<file path="src/rtl/mux_pkg.sv">
// Shared types and sizing for the 4-channel multiplexer scan controller.
package mux_pkg;

  localparam int NUM_CH = 4;
  localparam int SEL_W  = 2;
  localparam int CNT_W  = 4;

  typedef enum logic [1:0] {
    IDLE    = 2'd0,
    SETTLE  = 2'd1,
    CAPTURE = 2'd2,
    DONE    = 2'd3
  } state_t;

endpackage

</file>
<file path="src/rtl/mux_scan_timer.sv">
// Settle counter: counts SETTLE_CYCLES cycles of enable, raising tc on the last one.
module mux_scan_timer
  import mux_pkg::*;
#(
  parameter int SETTLE_CYCLES = 2
) (
  input  logic clk,
  input  logic reset,
  input  logic clear,
  input  logic enable,
  output logic tc
);

  localparam logic [CNT_W-1:0] LAST = CNT_W'(SETTLE_CYCLES - 1);

  logic [CNT_W-1:0] cnt;

  // NOTE: sequential state uses non-blocking assignments so every register
  // samples pre-edge values, independent of the order the blocks evaluate.
  always_ff @(posedge clk) begin
    if (reset || clear) begin
      cnt <= '0;
    end else if (enable) begin
      cnt <= cnt + 1'b1;
    end
  end

  assign tc = (cnt == LAST);

endmodule

</file>
<file path="src/rtl/mux_scan_ctrl.sv">
// Walks the select lines of an external 4-to-1 mux, waits for each channel to
// settle, captures mux_out into a 4-bit frame and hands it over with valid/ack.
module mux_scan_ctrl
  import mux_pkg::*;
#(
  parameter int SETTLE_CYCLES = 2
) (
  input  logic              clk,
  input  logic              reset,
  input  logic              start,
  input  logic              cont,
  input  logic              mux_out,
  input  logic              ack,
  output logic              s0,
  output logic              s1,
  output logic [NUM_CH-1:0] sample,
  output logic              valid,
  output logic              busy
);

  state_t            state, state_next;
  logic [SEL_W-1:0]  ch, ch_next;
  logic [NUM_CH-1:0] sample_next;
  logic              valid_next;
  logic              settle_done;

  // The counter only runs in SETTLE and sits at zero otherwise, so every
  // entry into SETTLE starts a fresh settle window.
  mux_scan_timer #(
    .SETTLE_CYCLES(SETTLE_CYCLES)
  ) u_timer (
    .clk   (clk),
    .reset (reset),
    .clear (state != SETTLE),
    .enable(state == SETTLE),
    .tc    (settle_done)
  );

  // NOTE: every signal driven here gets a default first, so no path can
  // leave one unassigned and infer a latch.
  always_comb begin
    state_next  = state;
    ch_next     = ch;
    sample_next = sample;
    valid_next  = valid;
    unique case (state)
      IDLE: begin
        if (start) begin
          ch_next    = '0;
          state_next = SETTLE;
        end
      end
      SETTLE: begin
        if (settle_done) state_next = CAPTURE;
      end
      CAPTURE: begin
        sample_next[ch] = mux_out;
        if (ch == SEL_W'(NUM_CH - 1)) begin
          valid_next = 1'b1;
          ch_next    = '0;
          state_next = DONE;
        end else begin
          ch_next    = ch + 1'b1;
          state_next = SETTLE;
        end
      end
      DONE: begin
        // start is deliberately not looked at here; only ack/cont decide.
        if (ack) begin
          valid_next = 1'b0;
          state_next = cont ? SETTLE : IDLE;
        end
      end
      default: state_next = IDLE;
    endcase
  end

  always_ff @(posedge clk) begin
    if (reset) begin
      state  <= IDLE;
      ch     <= '0;
      sample <= '0;
      valid  <= 1'b0;
    end else begin
      state  <= state_next;
      ch     <= ch_next;
      sample <= sample_next;
      valid  <= valid_next;
    end
  end

  assign s0   = ch[0];
  assign s1   = ch[1];
  assign busy = (state == SETTLE) || (state == CAPTURE);

endmodule

</file>
<file path="config.mk">
export PLATFORM = sky130hd
export DESIGN_NAME = mux_scan_ctrl
export DESIGN_NICKNAME = d
export VERILOG_FILES = /design/src/rtl/mux_pkg.sv /design/src/rtl/mux_scan_timer.sv /design/src/rtl/mux_scan_ctrl.sv
export SDC_FILE = /design/constraint.sdc
export NUM_CORES = 1
export LEC_CHECK = 0
export CAP_MARGIN = 20
export CELL_PAD_IN_SITES_DETAIL_PLACEMENT = 0
export CELL_PAD_IN_SITES_GLOBAL_PLACEMENT = 1
export CORE_MARGIN = 5
export CORE_UTILIZATION = 36
export CTS_CLUSTER_SIZE = 40
export DETAILED_ROUTE_END_ITERATION = 16
export GPL_TIMING_DRIVEN = 1
export PLACE_DENSITY = 0.83
export RECOVER_POWER = 100
export SYNTH_ARGS = -nofsm -noshare
export SYNTH_HDL_FRONTEND = slang
export SYNTH_SLANG_ARGS = --single-unit
</file>
<file path="constraint.sdc">
create_clock -name clk -period 2.1 [get_ports clk]
set_clock_uncertainty 0.1 [all_clocks]
set_input_delay 0.42 -clock clk [delete_from_list [all_inputs] [get_ports clk]]
set_output_delay 0.42 -clock clk [all_outputs]
set_load 0.02 [all_outputs]
</file>
# Word-level counts from Yosys, hierarchy flattened
# Cells that the tools add are included.
[totals]
latch_bits = 0
word_cells = 43
mem_count = 0
mem_bits_rw = 0
output_inout_bits = 8
input_bits = 6
mem_bits_ro = 0
regBits = 13
[op_classes]
shift = 0
n_div = 0
n_lt_le_gt_ge = 2
n_reduce_logical = 9
n_bitwise = 0
muxes = 15
n_mul = 0
n_eq_ne = 10
n_addsub = 2
[ops]
columns = ["operator", "count"]
rows = [
  ["two-way mux 2 bit", 6],
  ["inequality test 2 bit, second input constant", 4],
  ["case mux 2 bit (4 select lines)", 1],
  ["equality test 2 bit, second input constant", 3],
  ["AND reduction 3 bit", 2],
  ["adder 4 x 1 -> 4 bit, second input constant", 1],
  ["bitwise mux 4 bit", 1],
  ["equality test 4 x 1 -> 1 bit, second input constant", 1],
  ["two-way mux 1 bit", 4],
  ["case mux 2 bit (2 select lines)", 1],
  ["nonzero test 2 bit", 2],
  ["< comparator 2 x 3 -> 1 bit, second input constant", 1],
  ["adder 2 x 1 -> 2 bit, second input constant", 1],
  ["demux 1 bit (select 2 bit)", 1],
  ["equality test 2 x 1 -> 1 bit, second input constant", 1],
  ["greater-or-equal comparator 2 x 1 -> 1 bit, second input constant", 1],
  ["logical NOT 2 bit", 1],
  ["logical OR 1 bit", 2],
  ["inequality test 2 x 1 -> 1 bit, second input constant", 1],
  ["case mux 1 bit (2 select lines)", 1],
  ["AND reduction 2 bit", 1],
  ["logical AND 1 bit", 1],
]

# Depth between registers and ports, before layout
[logic_depth]
depth_word = 5
mapped_depth = 6
ltp_nobuf = 5

# By module
# Synthesis repeated with hierarchy kept, for this count alone.
[hier_totals]
cells_unflattened = 84
area_unflattened_um2 = 753.2
[modules_own_cells]
columns = ["module", "cells_each", "instances", "area_each_um2"]
rows = [
  ["mux_scan_ctrl", 64, 1, 554.3],
  ["mux_scan_timer", 20, 1, 198.9],
]

# Worst setup path after synthesis
# OpenSTA, ideal clock, no wires.
[synth_timing]
path_type = "register -> register"
start = "register u_timer.cnt[0]"
end = "register state[1]"
path_stages_with_launch = 5
path_buffers = 0
required_ns = 1.878
synth_period_minus_slack_ns = 1.504
path_slack_ns = 0.596
setup_time_ns = 0.122
arrival_ns = 1.281
cell_sequence = "dfxtp_1 -> ha_1 -> or3b_4 -> a2111oi_2 -> o2bb2ai_1"
[synth_between]
elab_chain_cells = 3
[synth_lines]
columns = ["element", "line_no", "source"]
rows = [
  ["from (decl)", "mux_scan_timer.sv:16", "logic [CNT_W-1:0] cnt;"],
  ["from (signal assigned)", "mux_scan_timer.sv:24", "cnt <= cnt + 1'b1;"],
  ["equality test 4 x 1 -> 1 bit", "mux_scan_timer.sv:28", "assign tc = (cnt == LAST);"],
  ["inequality test 2 bit (no source line)", "-", ""],
  ["AND reduction 3 bit (no source line)", "-", ""],
  ["to (signal assigned)", "mux_scan_ctrl.sv:85", "state <= state_next;"],
  ["to (decl)", "mux_scan_ctrl.sv:21", "state_t state, state_next;"],
]
# Every way passes these cells.
# A chain may end at the register's enable or synchronous reset.

# Worst setup path after layout
[layout_timing]
start = "register ch[0]"
end = "output port s0"
[layout_lines]
columns = ["element", "line_no", "source"]
rows = [
  ["from (decl)", "mux_scan_ctrl.sv:22", "logic [SEL_W-1:0] ch, ch_next;"],
  ["from (signal assigned)", "mux_scan_ctrl.sv:86", "ch <= ch_next;"],
  ["to (decl)", "mux_scan_ctrl.sv:14", "output logic s0,"],
]
# No word-level cell between the ends.

==> reports/metrics.cfg <==
[status]
status = finished, final reports clean

[placement]
place.port_buffers = 13
hpwlAfterDp_um = 1050
dp_cells = 118
routabilityCongestion = 0.683

[floorplanning]
rows = 16
die_width_um = 54.2
dieHeight_um = 54.2
die_area_um2 = 2940
initial_core_util = 0.370
io_pins = 14
coreArea_um2 = 1900

[grt]
grt-ovfl-total = 0
grt_pass1_wl_um = 2330
grtUsageTotal = 0.111
grt_max_degree = 12
grt_pass1_vias = 574
antenna_found_initial = 0

[clock_tree]
h-tree-depth = 1
cts_buffer_depth = 2
clk_latency_ns = 0.27
root_buffer = clkbuf_4
post_cts_buffers = 0
clk_pin_slew_worst_paths_ns = 0.08
cts_buffers = 3
clock_sinks = 13
cts_tree = done

[worst_setup_path]
critical_path_class = flop to output pin
cp-end-kind = output pin
cp_num_buf_inv = 1
rr_startpoint = state[0]
startpoint_type = flop
slowest_delay_ns = 0.71
required_ns = 1.58
path_cells = dlygate4sd3_1
crit_slowest_cell = dlygate4sd3_1
rrSetupSlack_ns = 0.34
cp_top_family = buffers and inverters
rr_endpoint = state[1]
worst_r2r_path_depth = 5
arrival_ns = 1.41
cp_max_fo = 6

[layout]
drive_gt1_frac = 0.0632
stdcell_count = 122
multi_input_area_um2 = 402
syn2layout_area_growth_pct = 25.3
final_core_util = 0.463
nFillCells = 193
seq_area_um2 = 260
fin_nets = 112
antenna_cells = 0

[worst_hold_path]
holdCritPathClass = flop to flop
hp-start = sample[1]
worstHoldPathCells = 2
hold_end = sample[1]

[drt]
postRouteAntennaNets = 0
drt_iter0_drc = 10
wl_per_cell_um = 10.8
totalWireLength_um = 1320
vias = 558
viasPerCell = 4.57
drc = 0
first_pass_iters = 2

[job]
maxCapViolCount = 0

[sta]
rsz0062_at_grt = false
setup_violations = 0
finalCriticalPeriod_ns = 1.93
drv_slew = 0
min_period_over_period = 0.920
max-slew-margin-rel = 0.762
fmax_ghz = 0.517
hold_viol = 0
tns_ns = 0
worst_pin_slew_ns = 0.348

[logic_synthesis]
synth_seq_cells = 13
synth.net_count = 95
synth_cells = 79
ys_warn_count = 0
synth_top_area_share = 0.370
synth.avg_cell_area_um2 = 8.90
yosysTopAreaCell = dfxtp_1
synth.yosys.seq_area_share = 0.370
synth.distinct_cells = 23
syn_area_um2 = 703
synth.area.top_cells = dfxtp_1, ha_1, nand2_1

[power]
power.density_nw_per_um2 = 834
ir_drop_mv = 0.473
p_leak_nw = 0.372

==> cells in the mapped netlist <==
library cell / instances
a2111oi_2: 1
o31ai_1: 1
nand2_1: 11
or2_2: 1
clkbuf_1: 2
nor2b_1: 3
xnor2_1: 1
and2_1: 1
nor3_1: 1
nand3_1: 4
and3_1: 1
a211oi_2: 1
nand2b_1: 1
mux2i_1: 3
o2bb2ai_1: 1
a21oi_1: 3
nor2_1: 9
inv_1: 6
or3b_4: 1
a32oi_1: 3
ha_1: 10
dfxtp_1: 13
xor2_1: 1
==> final cells by class <==
type,instances,area share
Sequential cell,13,0.295
Multi-Input combinational cell,58,0.456
Tap cell,27,0.0384
Clock buffer,4,0.0298
Timing Repair Buffer,14,0.155
Inverter,6,0.0256
==> stage by stage <==
step / total power [mW] / worst slack, ns / hold slack (ns) / area (um2)
final: 0.734 / 0.167 / 0.351 / 881
after global routing: 0.790 / 0.0974 / 0.391 / 881
after CTS: 0.770 / 0.159 / 0.357 / 892
after detailed placement: 0.625 / 0.200 / 0.345 / 867
after global placement: 0.614 / 0.237 / 0.344 / 867
after floorplan: 0.534 / 0.596 / 0.333 / 703
==> worst max-delay path by stage <==
stage / endpoint / cells past startpoint / start
CTS: busy / 3 / state[0]
floorplan: state[1] / 4 / u_timer.cnt[0]
detailed placement: busy / 3 / state[0]
global route: busy / 3 / state[0]
global placement: busy / 3 / state[0]
finish: s0 / 1 / ch[0]
==> kinds of logic after synthesis <==
| kind of cell | count (synthesis) | share of synthesized area |
|---|---|---|
| AO/OA/AOI/OAI | 10 | 0.121 |
| XOR/XNOR | 2 | 0.0249 |
| adder cells (fa/ha/maj) | 10 | 0.178 |
| buffers and inverters | 8 | 0.0427 |
| flip-flops | 13 | 0.370 |
| multiplexers | 3 | 0.0427 |
| AND/OR/NAND/NOR | 33 | 0.221 |
==> sequential cells by signal, summed over array words and instances, names as in the netlist <==
name	cells
ch	2
sample	4
u_timer.cnt	4
state	2
valid	1
==> power by group <==
group	internal [mW]	switching, mW	total, mW	leakage (nW)
Clock	0.0735	0.0806	0.154	0.0150
Sequential	0.274	0.0342	0.308	0.105
Combinational	0.121	0.151	0.272	0.252
==> per-layer routing <==
layer	wire length, um	track usage	vias to the layer above
li1	-	-	297
met1	632	0.132	251
met2	631	0.181	8
met3	38	0.0332	2
met4	12	0.0498	0
met5	0	0	-
==> cell usage in the layout (no fill, tap or decap) <==
master / n
a21oi_1: 3
inv_1: 6
dlygate4sd2_1: 1
xor2_1: 1
nor3_1: 1
clkbuf_1: 1
nand2_1: 11
dlygate4sd3_1: 7
or2_2: 1
a211oi_1: 1
o2bb2ai_1: 1
ha_1: 10
xnor2_1: 1
nand2b_1: 1
and3_1: 1
dfxtp_1: 13
a32oi_1: 3
nor2b_1: 3
mux2i_1: 3
clkbuf_4: 3
o31ai_1: 1
a2111oi_0: 1
clkdlybuf4s50_1: 5
nor2_1: 9
nand3_1: 4
or3b_4: 1
and2_0: 1
buf_4: 1
==> repair_timing <==
| action | in CTS | in global routing |
|---|---|---|
| endpoints found under the setup margin | 1 | 0 |
| gates resized for setup | 1 | 0 |
| hold buffers | 0 | 0 |
No activity file was read; power rests on OpenSTA's default activity.
